File: src/rtl/cpu_ctrl_if.sv
// Bus between the sequencer and its datapath/SRAM. SRAM reads return data
// one cycle after mem_addr is presented; writes commit on the edge that ends mem_we.
interface cpu_ctrl_if #(
    parameter int DATAWIDTH  = 16,
    parameter int REGWIDTH   = 4,
    parameter int ALUOPWIDTH = 4,
    parameter int PSRWIDTH   = 5
);
    logic [DATAWIDTH-1:0]  mem_rdata;
    logic [DATAWIDTH-1:0]  dSrc;
    logic [DATAWIDTH-1:0]  dDst;
    logic [PSRWIDTH-1:0]   psrOut;
    logic [DATAWIDTH-1:0]  mem_addr;
    logic [DATAWIDTH-1:0]  mem_wdata;
    logic                  mem_we;
    logic                  write;
    logic                  IMM_MUX;
    logic                  SRAM_OUT;
    logic                  RA_BUF;
    logic [REGWIDTH-1:0]   rSrc;
    logic [REGWIDTH-1:0]   rDst;
    logic [ALUOPWIDTH-1:0] aluOp;
    logic [DATAWIDTH-1:0]  imm;
    logic [DATAWIDTH-1:0]  pc;

    modport master (
        input  mem_rdata, dSrc, dDst, psrOut,
        output mem_addr, mem_wdata, mem_we, write, IMM_MUX, SRAM_OUT, RA_BUF,
               rSrc, rDst, aluOp, imm, pc
    );

    modport slave (
        output mem_rdata, dSrc, dDst, psrOut,
        input  mem_addr, mem_wdata, mem_we, write, IMM_MUX, SRAM_OUT, RA_BUF,
               rSrc, rDst, aluOp, imm, pc
    );
endinterface

File: src/rtl/cpu_ctrl.sv
// Fetch/decode/execute sequencer for the register-file/ALU datapath.
// Owns pc, ir and the latched flags; all strobes are decoded from state.
module cpu_ctrl #(
    parameter int DATAWIDTH  = 16,
    parameter int REGWIDTH   = 4,
    parameter int ALUOPWIDTH = 4,
    parameter int PSRWIDTH   = 5
) (
    input  logic             clk,
    input  logic             reset,
    cpu_ctrl_if.master       bus,
    output logic [1:0]       o_dbg_state
);
    typedef enum logic [1:0] {
        S_FETCH  = 2'd0,
        S_DECODE = 2'd1,
        S_EXEC   = 2'd2,
        S_MEMWB  = 2'd3
    } state_t;

    localparam logic [ALUOPWIDTH-1:0] ALU_CMP = 4'd2;
    localparam logic [ALUOPWIDTH-1:0] ALU_AND = 4'd3;
    localparam logic [ALUOPWIDTH-1:0] ALU_OR  = 4'd4;
    localparam logic [ALUOPWIDTH-1:0] ALU_XOR = 4'd5;
    localparam logic [DATAWIDTH-1:0]  PC_ONE  = 1;
    localparam logic [DATAWIDTH-1:0]  IR_NOP  = 16'hD000;
    localparam int F_C = 0;
    localparam int F_L = 1;
    localparam int F_F = 2;
    localparam int F_Z = 3;
    localparam int F_N = 4;

    state_t                r_state;
    state_t                w_next_state;
    logic [DATAWIDTH-1:0]  r_pc;
    logic [DATAWIDTH-1:0]  w_next_pc;
    logic [DATAWIDTH-1:0]  r_ir;
    logic [PSRWIDTH-1:0]   r_psr;
    logic [PSRWIDTH-1:0]   w_next_psr;

    logic [3:0]            w_op;
    logic [3:0]            w_cond;
    logic                  w_is_rtype;
    logic                  w_is_itype;
    logic [ALUOPWIDTH-1:0] w_alu_op;
    logic                  w_zext;
    logic [DATAWIDTH-1:0]  w_imm;
    logic                  w_cond_true;

    logic [DATAWIDTH-1:0]  w_mem_addr;
    logic                  w_mem_we;
    logic                  w_write;
    logic                  w_imm_mux;
    logic                  w_sram_out;
    logic                  w_ra_buf;

    assign w_op       = r_ir[15:12];
    assign w_cond     = r_ir[11:8];
    assign w_is_rtype = (w_op == 4'h0);
    assign w_is_itype = (w_op >= 4'h1) && (w_op <= 4'h7);
    assign w_alu_op   = w_is_itype ? (w_op - 4'h1) : r_ir[7:4];
    // Only the logical immediates zero-extend; branch offsets share the sign-extend path.
    assign w_zext     = w_is_itype &&
                        ((w_alu_op == ALU_AND) || (w_alu_op == ALU_OR) || (w_alu_op == ALU_XOR));
    assign w_imm      = w_zext ? {{(DATAWIDTH-8){1'b0}}, r_ir[7:0]}
                               : {{(DATAWIDTH-8){r_ir[7]}}, r_ir[7:0]};

    always_comb begin
        w_cond_true = 1'b0;
        case (w_cond)
            4'h0: w_cond_true =  r_psr[F_Z];
            4'h1: w_cond_true = ~r_psr[F_Z];
            4'h2: w_cond_true =  r_psr[F_C];
            4'h3: w_cond_true = ~r_psr[F_C];
            4'h4: w_cond_true =  r_psr[F_L];
            4'h5: w_cond_true = ~r_psr[F_L];
            4'h6: w_cond_true =  r_psr[F_N];
            4'h7: w_cond_true = ~r_psr[F_N];
            4'h8: w_cond_true =  r_psr[F_F];
            4'h9: w_cond_true = ~r_psr[F_F];
            4'hE: w_cond_true = 1'b1;
            default: w_cond_true = 1'b0;
        endcase
    end

    always_ff @(posedge clk or posedge reset) begin
        if (reset) begin
            r_state <= S_FETCH;
            r_pc    <= '0;
            r_ir    <= IR_NOP;
            r_psr   <= '0;
        end else begin
            r_state <= w_next_state;
            r_pc    <= w_next_pc;
            r_psr   <= w_next_psr;
            if (r_state == S_DECODE) begin
                r_ir <= bus.mem_rdata;
            end
        end
    end

    always_comb begin
        w_next_state = r_state;
        w_next_pc    = r_pc;
        w_next_psr   = r_psr;
        w_mem_addr   = r_pc;
        w_mem_we     = 1'b0;
        w_write      = 1'b0;
        w_imm_mux    = 1'b0;
        w_sram_out   = 1'b0;
        w_ra_buf     = 1'b0;
        case (r_state)
            S_FETCH: begin
                w_next_state = S_DECODE;
            end
            S_DECODE: begin
                w_next_state = S_EXEC;
                w_next_pc    = r_pc + PC_ONE;
            end
            S_EXEC: begin
                w_next_state = S_FETCH;
                if (w_is_rtype) begin
                    w_write    = (w_alu_op != ALU_CMP);
                    w_next_psr = bus.psrOut;
                end else if (w_is_itype) begin
                    w_imm_mux  = 1'b1;
                    w_write    = (w_op != 4'h3);
                    w_next_psr = bus.psrOut;
                end else begin
                    case (w_op)
                        4'h8: begin
                            w_mem_addr   = bus.dSrc;
                            w_next_state = S_MEMWB;
                        end
                        4'h9: begin
                            w_mem_addr = bus.dSrc;
                            w_mem_we   = 1'b1;
                        end
                        4'hA: begin
                            if (w_cond_true) w_next_pc = r_pc + w_imm;
                        end
                        // Return address is the already-incremented pc; target is pre-write dSrc.
                        4'hB: begin
                            w_ra_buf  = 1'b1;
                            w_write   = 1'b1;
                            w_next_pc = bus.dSrc;
                        end
                        4'hC: begin
                            if (w_cond_true) w_next_pc = bus.dSrc;
                        end
                        default: ;
                    endcase
                end
            end
            S_MEMWB: begin
                w_next_state = S_FETCH;
                w_sram_out   = 1'b1;
                w_write      = 1'b1;
            end
            default: w_next_state = S_FETCH;
        endcase
    end

    assign bus.mem_addr  = w_mem_addr;
    assign bus.mem_wdata = bus.dDst;
    assign bus.mem_we    = w_mem_we;
    assign bus.write     = w_write;
    assign bus.IMM_MUX   = w_imm_mux;
    assign bus.SRAM_OUT  = w_sram_out;
    assign bus.RA_BUF    = w_ra_buf;
    assign bus.rSrc      = r_ir[3:0];
    assign bus.rDst      = r_ir[11:8];
    assign bus.aluOp     = w_alu_op;
    assign bus.imm       = w_imm;
    assign bus.pc        = r_pc;
    assign o_dbg_state   = r_state;
endmodule

File: src/flat_wrapper.sv
// flat-port wrapper written by rule: the top's interface ports become plain ports
module cpu_ctrl_flat 
#(
    parameter int DATAWIDTH  = 16,
    parameter int REGWIDTH   = 4,
    parameter int ALUOPWIDTH = 4,
    parameter int PSRWIDTH   = 5
)
  (clk, reset, o_dbg_state, bus_mem_rdata, bus_dSrc, bus_dDst, bus_psrOut, bus_mem_addr, bus_mem_wdata, bus_mem_we, bus_write, bus_IMM_MUX, bus_SRAM_OUT, bus_RA_BUF, bus_rSrc, bus_rDst, bus_aluOp, bus_imm, bus_pc);
  cpu_ctrl_if #(.DATAWIDTH(DATAWIDTH), .REGWIDTH(REGWIDTH), .ALUOPWIDTH(ALUOPWIDTH), .PSRWIDTH(PSRWIDTH)) bus_i ();
  input  logic clk;
  input  logic reset;
  output logic [1:0] o_dbg_state;
  input wire logic [$bits(bus_i.mem_rdata)-1:0] bus_mem_rdata;
  input wire logic [$bits(bus_i.dSrc)-1:0] bus_dSrc;
  input wire logic [$bits(bus_i.dDst)-1:0] bus_dDst;
  input wire logic [$bits(bus_i.psrOut)-1:0] bus_psrOut;
  output wire logic [$bits(bus_i.mem_addr)-1:0] bus_mem_addr;
  output wire logic [$bits(bus_i.mem_wdata)-1:0] bus_mem_wdata;
  output wire logic [$bits(bus_i.mem_we)-1:0] bus_mem_we;
  output wire logic [$bits(bus_i.write)-1:0] bus_write;
  output wire logic [$bits(bus_i.IMM_MUX)-1:0] bus_IMM_MUX;
  output wire logic [$bits(bus_i.SRAM_OUT)-1:0] bus_SRAM_OUT;
  output wire logic [$bits(bus_i.RA_BUF)-1:0] bus_RA_BUF;
  output wire logic [$bits(bus_i.rSrc)-1:0] bus_rSrc;
  output wire logic [$bits(bus_i.rDst)-1:0] bus_rDst;
  output wire logic [$bits(bus_i.aluOp)-1:0] bus_aluOp;
  output wire logic [$bits(bus_i.imm)-1:0] bus_imm;
  output wire logic [$bits(bus_i.pc)-1:0] bus_pc;
  assign bus_i.mem_rdata = bus_mem_rdata;
  assign bus_i.dSrc = bus_dSrc;
  assign bus_i.dDst = bus_dDst;
  assign bus_i.psrOut = bus_psrOut;
  assign bus_mem_addr = bus_i.mem_addr;
  assign bus_mem_wdata = bus_i.mem_wdata;
  assign bus_mem_we = bus_i.mem_we;
  assign bus_write = bus_i.write;
  assign bus_IMM_MUX = bus_i.IMM_MUX;
  assign bus_SRAM_OUT = bus_i.SRAM_OUT;
  assign bus_RA_BUF = bus_i.RA_BUF;
  assign bus_rSrc = bus_i.rSrc;
  assign bus_rDst = bus_i.rDst;
  assign bus_aluOp = bus_i.aluOp;
  assign bus_imm = bus_i.imm;
  assign bus_pc = bus_i.pc;
  cpu_ctrl #(.DATAWIDTH(DATAWIDTH), .REGWIDTH(REGWIDTH), .ALUOPWIDTH(ALUOPWIDTH), .PSRWIDTH(PSRWIDTH)) u_core (.clk(clk), .reset(reset), .bus(bus_i), .o_dbg_state(o_dbg_state));
endmodule
File: config.mk
export PLATFORM = sky130hd
export DESIGN_NAME = cpu_ctrl_flat
export DESIGN_NICKNAME = d
export VERILOG_FILES = /design/src/rtl/cpu_ctrl_if.sv /design/src/rtl/cpu_ctrl.sv /design/src/flat_wrapper.sv
export SDC_FILE = /design/constraint.sdc
export NUM_CORES = 1
export LEC_CHECK = 0
export CAP_MARGIN = 10
export CORE_MARGIN = 2
export CORE_UTILIZATION = 45
export DETAILED_ROUTE_END_ITERATION = 7
export GPL_ROUTABILITY_DRIVEN = 0
export GPL_TIMING_DRIVEN = 0
export PLACE_DENSITY = 0.82
export SETUP_SLACK_MARGIN = 0.5
export SYNTH_ARGS = -nofsm -noshare
export SYNTH_HDL_FRONTEND = slang
export SYNTH_SLANG_ARGS = --single-unit
File: constraint.sdc
create_clock -name clk -period 4.3 [get_ports clk]
set_input_delay 0.86 -clock clk [delete_from_list [all_inputs] [get_ports clk]]
set_output_delay 0.86 -clock clk [all_outputs]
set_load 0.02 [all_outputs]
# Word level (Yosys, flattened, before mapping)
# Cells that the tools add are included.
[totals]
register_bits = 39
latch_bits = 0
ram_bits = 0
rom_bits = 0
input_bits = 55
output_inout_bits = 83
word_cells = 88
n_memories = 0
[op_classes]
add_sub_neg = 3
multipliers = 0
n_div = 0
order_cmp = 2
eq_ne = 28
shifts = 0
muxes = 34
n_bitwise = 5
reduce_logical = 12
[ops]
columns = ["cell", "count"]
rows = [
  ["$mux 16", 9],
  ["$pmux 16 s3", 1],
  ["$eq 4x4->1 const B", 8],
  ["$pmux 16 s2", 1],
  ["$eq 4x3->1 const B", 6],
  ["$add 16x1->16 const B", 1],
  ["$add 16x16->16", 1],
  ["$mux 1", 14],
  ["$eq 4x2->1 const B", 3],
  ["$pmux 1 s11", 1],
  ["$mux 5", 2],
  ["$logic_not 4->1", 2],
  ["$ne 4x2->1 const B", 2],
  ["$pmux 2 s4", 1],
  ["$mux 2", 3],
  ["$ne 3x2->1 const B", 2],
  ["$reduce_and 6->1", 1],
  ["$not 1->1", 5],
  ["$eq 2x2->1 const B", 2],
  ["$eq 4x1->1 const B", 1],
  ["$ge 4x1->1 const B", 1],
  ["$le 4x3->1 const B", 1],
  ["$mux 4", 1],
  ["$ne 2x2->1 const B", 2],
  ["other kinds (10)", 13],
]

# Logic depth before layout (Yosys ltp)
# Gate-level depths: netlist (run 1).
[depth]
word_depth = 14
ltp_mapped = 16
depth_no_buf = 16

# Worst setup path after synthesis (run 1)
# No wires, ideal clock.
[synth_timing]
kind = "reg2reg"
from = "register u_core.r_ir[12]"
to = "register u_core.r_pc[15], in the netlist u_core.bus.pc[15]"
arrival_time_ns = 4.067
slack_ns = 0.108
stages_incl_launch_ff = 15
synth_period_minus_slack_ns = 4.192
path_cell_list = "dfstp_2 inv_1 ha_1 a21oi_1 mux2i_1 o311a_1 ha_1 o21ai_0 nor2_1 or4_1 o21a_1 a221oi_2 xnor2_1 mux2i_1 o21ai_1"
[synth_via]
elab_chain_cells = 14
word_cells_on_any_way = 28
[synth_rtl]
columns = ["element", "line", "rtl"]
rows = [
  ["start, declared", "cpu_ctrl.sv:37", "logic [DATAWIDTH-1:0] r_ir;"],
  ["start signal, assigned", "cpu_ctrl.sv:97", "r_ir <= bus.mem_rdata;"],
  ["$ge 4x1->1 / $le 4x3->1 (equally long branches)", "cpu_ctrl.sv:60", "assign w_is_itype = (w_op >= 4'h1) && (w_op <= 4'h7);"],
  ["$logic_and 1x1->1", "cpu_ctrl.sv:60", ""],
  ["$mux 4 (*)", "cpu_ctrl.sv:61", "assign w_alu_op = w_is_itype ? (w_op - 4'h1) : r_ir[7:4];"],
  ["via bus_aluOp[1]", "flat_wrapper.sv:27", "output wire logic [$bits(bus_i.aluOp)-1:0] bus_aluOp;"],
  ["$eq 4x2->1 / $eq 4x3->1 (equally long branches)", "cpu_ctrl.sv:64", "((w_alu_op == ALU_AND) || (w_alu_op == ALU_OR) || (w_alu_op == ALU_XOR));"],
  ["$logic_or 1x1->1", "cpu_ctrl.sv:64", ""],
  ["$logic_or 1x1->1 (*)", "cpu_ctrl.sv:64", ""],
  ["$logic_and 1x1->1 (*)", "cpu_ctrl.sv:63", "assign w_zext = w_is_itype &&"],
  ["$mux 16 (*)", "cpu_ctrl.sv:65", "assign w_imm = w_zext ? {{(DATAWIDTH-8){1'b0}}, r_ir[7:0]}"],
  ["via bus_imm[8]", "flat_wrapper.sv:28", "output wire logic [$bits(bus_i.imm)-1:0] bus_imm;"],
  ["$add 16x16->16 (*)", "cpu_ctrl.sv:140", "if (w_cond_true) w_next_pc = r_pc + w_imm;"],
  ["$mux 16 (*)", "cpu_ctrl.sv:140", ""],
  ["$pmux 16 s3 (*)", "cpu_ctrl.sv:130", "case (w_op)"],
  ["$mux 16 (*)", "cpu_ctrl.sv:125", "end else if (w_is_itype) begin"],
  ["$mux 16 (*)", "cpu_ctrl.sv:122", "if (w_is_rtype) begin"],
  ["$pmux 16 s2 (*)", "cpu_ctrl.sv:112", "case (r_state)"],
  ["end signal, assigned", "cpu_ctrl.sv:94", "r_pc <= w_next_pc;"],
  ["end, declared", "cpu_ctrl.sv:35", "logic [DATAWIDTH-1:0] r_pc;"],
]
# Mark *: on every way through the listed nets, which the timed path passes. The rest lies on a longest branch. The select of a mux whose other input is x is not followed.
# A chain may end at the register's enable or synchronous reset.

# Final worst setup path (run 1)
[layout_timing]
from = "register u_core.r_ir[13]"
to = "output port bus_imm[15]"
[layout_via]
elab_chain_cells = 8
word_cells_on_any_way = 12
[layout_rtl]
columns = ["element", "line"]
rows = [
  ["$ge 4x1->1 / $le 4x3->1 (equally long branches)", "cpu_ctrl.sv:60"],
  ["$logic_and 1x1->1", "cpu_ctrl.sv:60"],
  ["$mux 4", "cpu_ctrl.sv:61"],
  ["$eq 4x2->1 / $eq 4x3->1 (equally long branches)", "cpu_ctrl.sv:64"],
  ["$logic_or 1x1->1 (2 in a row)", "cpu_ctrl.sv:64"],
  ["$logic_and 1x1->1 (*)", "cpu_ctrl.sv:63"],
  ["$mux 16 (*)", "cpu_ctrl.sv:65"],
  ["end, declared", "flat_wrapper.sv:28"],
]
# Every way passes the cells marked *; elsewhere a longest branch is shown, timed or not.

==> flow_summary.json, run 1 <==
{
  "cts_hold_buf": 0,
  "seqPwrFrac_pct": 15.5,
  "drt_iter0_markers": 327,
  "antenna_cells": 0,
  "rsz0062_at_grt": "true",
  "vias_per_cell": 5.80,
  "p_leak_nw": 2.34,
  "detail-route-antenna-nets": 0,
  "crit_buf_inv": 4,
  "crit_fanout": 10,
  "async_reset_ff_share_pct": 100,
  "rows": 32,
  "switching_share_pct": 49.4,
  "whs_ns": 0.550,
  "clkTransAtPathRegs_ns": 0.09,
  "cts_tree": "built",
  "clock_skew_ns": 0.00600,
  "pin_count": 138,
  "maxSlewViolCount": 0,
  "netlist_instances": 426,
  "start_kind": "flop",
  "final-hold-violation-count": 0,
  "synth.top_cell.area_share_pct": 24.8,
  "critPathRequiredTime_ns": 3.44,
  "p_comb_share_pct": 78.6,
  "criticalPathCategory": "reg2out",
  "die_area_um2": 8820,
  "area_delta_synth_final_pct": 47.0,
  "timing.fmax_mhz": 269,
  "cts.path.max_buffers": 2,
  "grt-ovfl-total": 0,
  "core_um2": 7770,
  "initial_core_util_pct": 46.8,
  "p_int_mw": 2.82,
  "syn_area_um2": 3640,
  "ys.warnings.count": 0,
  "crit_family": "buffers and inverters",
  "avgRoutedWirePerCell_um": 17.4,
  "cts_htree_levels": 2,
  "p_sw_mw": 2.76,
  "hpwl_um": 8450,
  "status": "completed",
  "drive_above_1_share_pct": 22.5,
  "slowest_delay_ns": 0.52,
  "drt-pass1-iter-count": 5,
  "grt_pass1_vias": 3803,
  "fin_ws_ns": 0.578,
  "cap_violations": 0,
  "clock_latency_ns": 0.30,
  "antenna_found_initial": 0,
  "dp.cells": 649,
  "numPortBuffers": 121,
  "cp.depth": 10,
  "power_density_nw_per_um2": 1040,
  "power_frac_clock_pct": 5.9,
  "setup_viol": 0,
  "arrival_ns": 2.86,
  "total_power_mw": 5.58,
  "end_kind": "output port",
  "die_h_um": 93.9,
  "vias": 3887,
  "reg2regPathDepth": 15,
  "synth.distinct_cells": 59,
  "ir_worst_vdd_mv": 0.548,
  "hold_path_class": "reg2reg",
  "hold_depth": 1,
  "die_w_um": 93.9,
  "syn_avg_cell_area_um2": 8.54,
  "grt_start_max_net_pins": 40,
  "grt_pass1_wl_um": 18200,
  "syn_nets": 507,
  "worstMarginPinSlew_ns": 0.818,
  "cts_made_buffers": 5,
  "synthTopCellsByCount": "buf_4 (40), nor2_1 (40), dfrtp_1 (36), mux2_2 (31), nand2_1 (30)",
  "path_cells": "inv_2 -> ha_2 -> nor2_4 -> a21o_1 -> mux2i_4 -> nand4b_1 -> o311a_4 -> buf_12 -> buf_4 -> clkdlybuf4s50_1",
  "routed_wl_um": 11700,
  "final_nets": 648,
  "pre_cts_slack_ns": 0.109,
  "setup_tns_ns": 0,
  "route.detailed.drc": 0,
  "synth.largest_area_cell": "dfrtp_1",
  "synthTopCellsByArea": "dfrtp_1 (25%), mux2_2 (9.6%), ha_1 (8.6%)",
  "clkSinkCount": 39,
  "final_cells": 670,
  "synth_ff_type": "dfrtp_1",
  "relSlewSlack_pct": 45.4,
  "timing.final.crit_period_ns": 3.72,
  "clockRootBuffer": "clkbuf_8",
  "synth-seq-cells": 39,
  "min_period_over_period_pct": 86.6,
  "synth_edf_count": 0,
  "ys_seq_area_share_pct": 26.9,
  "grt_usage_pct": 26.2,
  "slowest_stage": "clkdlybuf4s50_1"
}
==> stage by stage <==
step / utilization [%] / instance area [µm²]
6_report: 68.9 / 5350
5_1_grt: 68.9 / 5350
4_1_cts: 67.2 / 5220
3_5_place_dp: 64.4 / 5000
3_3_place_gp: 64.4 / 5000
2_1_floorplan: - / 3660
==> path summary, 6_finish.rpt <==
path | endpoint | slack (ns) | from
min in group asynchronous | u_core.r_psr[2]$_DFFE_PP0P_ | 1.03 | reset
setup / recovery | bus_imm[15] | 0.58 | u_core.r_ir[13]$_DFFE_PP0N_
hold reg to reg | u_core.r_psr[0]$_DFFE_PP0P_ | 0.55 | u_core.r_psr[0]$_DFFE_PP0P_
setup reg to reg | u_core.bus.pc[15]$_DFFE_PP0P_ | 0.60 | u_core.r_ir[13]$_DFFE_PP0N_
max in group asynchronous | u_core.bus.pc[12]$_DFFE_PP0P_ | 2.75 | reset
hold / removal | u_core.r_psr[0]$_DFFE_PP0P_ | 0.55 | u_core.r_psr[0]$_DFFE_PP0P_
==> state kept, by name, summed over array words and instances (netlist names) <==
name,cells
u_core.r_ir,16
u_core.bus.pc,16
u_core.r_psr,5
u_core.o_dbg_state,2
==> layer usage <==
metal | wire (µm) | GRT usage, %
met5 | 0 | 0
met4 | 437 | 11.6
met3 | 1100 | 5.14
met2 | 5680 | 45.6
met1 | 4480 | 31.2
==> final cells by class <==
cell class	count	area, µm²
clock buffer	5	68.8
fill	596	2420
multi-input combinational	314	2330
inverter	17	67.6
timing repair buffer	134	1340
sequential	39	980
buffer	56	385
clock inverter	3	46.3
tap	102	128
==> layout by cell type, fill, tap and decap left out, types with 6 or more instances in the layout <==
| cell type | n |
|---|---|
| nand3_1 | 9 |
| o22a_1 | 6 |
| dlymetal6s2s_1 | 12 |
| ha_1 | 22 |
| dfrtp_1 | 36 |
| xor2_1 | 8 |
| o21a_1 | 6 |
| clkbuf_1 | 7 |
| o21ai_0 | 22 |
| nor3_1 | 8 |
| buf_4 | 53 |
| nand4_1 | 7 |
| dlygate4sd2_1 | 9 |
| a21oi_1 | 28 |
| nor2_1 | 39 |
| mux2_2 | 31 |
| clkdlybuf4s50_1 | 100 |
| inv_1 | 13 |
| a211oi_1 | 7 |
| nand2_1 | 30 |
| mux2i_1 | 7 |
==> logic make-up (layout without fill, tap and decap cells) <==
| family | after synthesis | after routing | share of synthesized area (%) |
|---|---|---|---|
| AO/OA/AOI/OAI | 113 | 113 | 20.9 |
| adder cells (fa/ha/maj) | 26 | 26 | 9.15 |
| buffers and inverters | 73 | 215 | 11.9 |
| flip-flops | 39 | 39 | 26.9 |
| XOR/XNOR | 12 | 12 | 2.89 |
| multiplexers | 40 | 40 | 12.1 |
| AND/OR/NAND/NOR | 123 | 123 | 16.2 |
==> power by group through the flow <==
stage | sequential (mW) | combinational (mW) | clock, mW
6_report | 0.867 | 4.39 | 0.326
4_1_cts | 0.858 | 4.20 | 0.332
2_1_floorplan | 0.874 | 2.70 | 0
3_5_place_dp | 0.856 | 4.05 | 0
5_1_grt | 0.903 | 4.71 | 0.342
3_3_place_gp | 0.843 | 3.95 | 0
==> timing repair <==
item	in CTS	in global routing
setup buffers	5	8
setup endpoints to repair	25	29
resized for setup	24	20
pin swaps	2	6
hold endpoints to repair	0	0
Note: power is estimated with default switching activity, not from simulation.
==> inputs of run 2 (changes only) <==
--- a/config.mk
+++ b/config.mk
@@ -5,7 +5,7 @@
 export SDC_FILE = /design/constraint.sdc
 export NUM_CORES = 1
 export LEC_CHECK = 0
-export CAP_MARGIN = 10
+export CAP_MARGIN = 30
 export CORE_MARGIN = 2
 export CORE_UTILIZATION = 45
 export DETAILED_ROUTE_END_ITERATION = 7
==> results of run 2 <==
Final layout, timing and power as in run 1 (identical DEF).
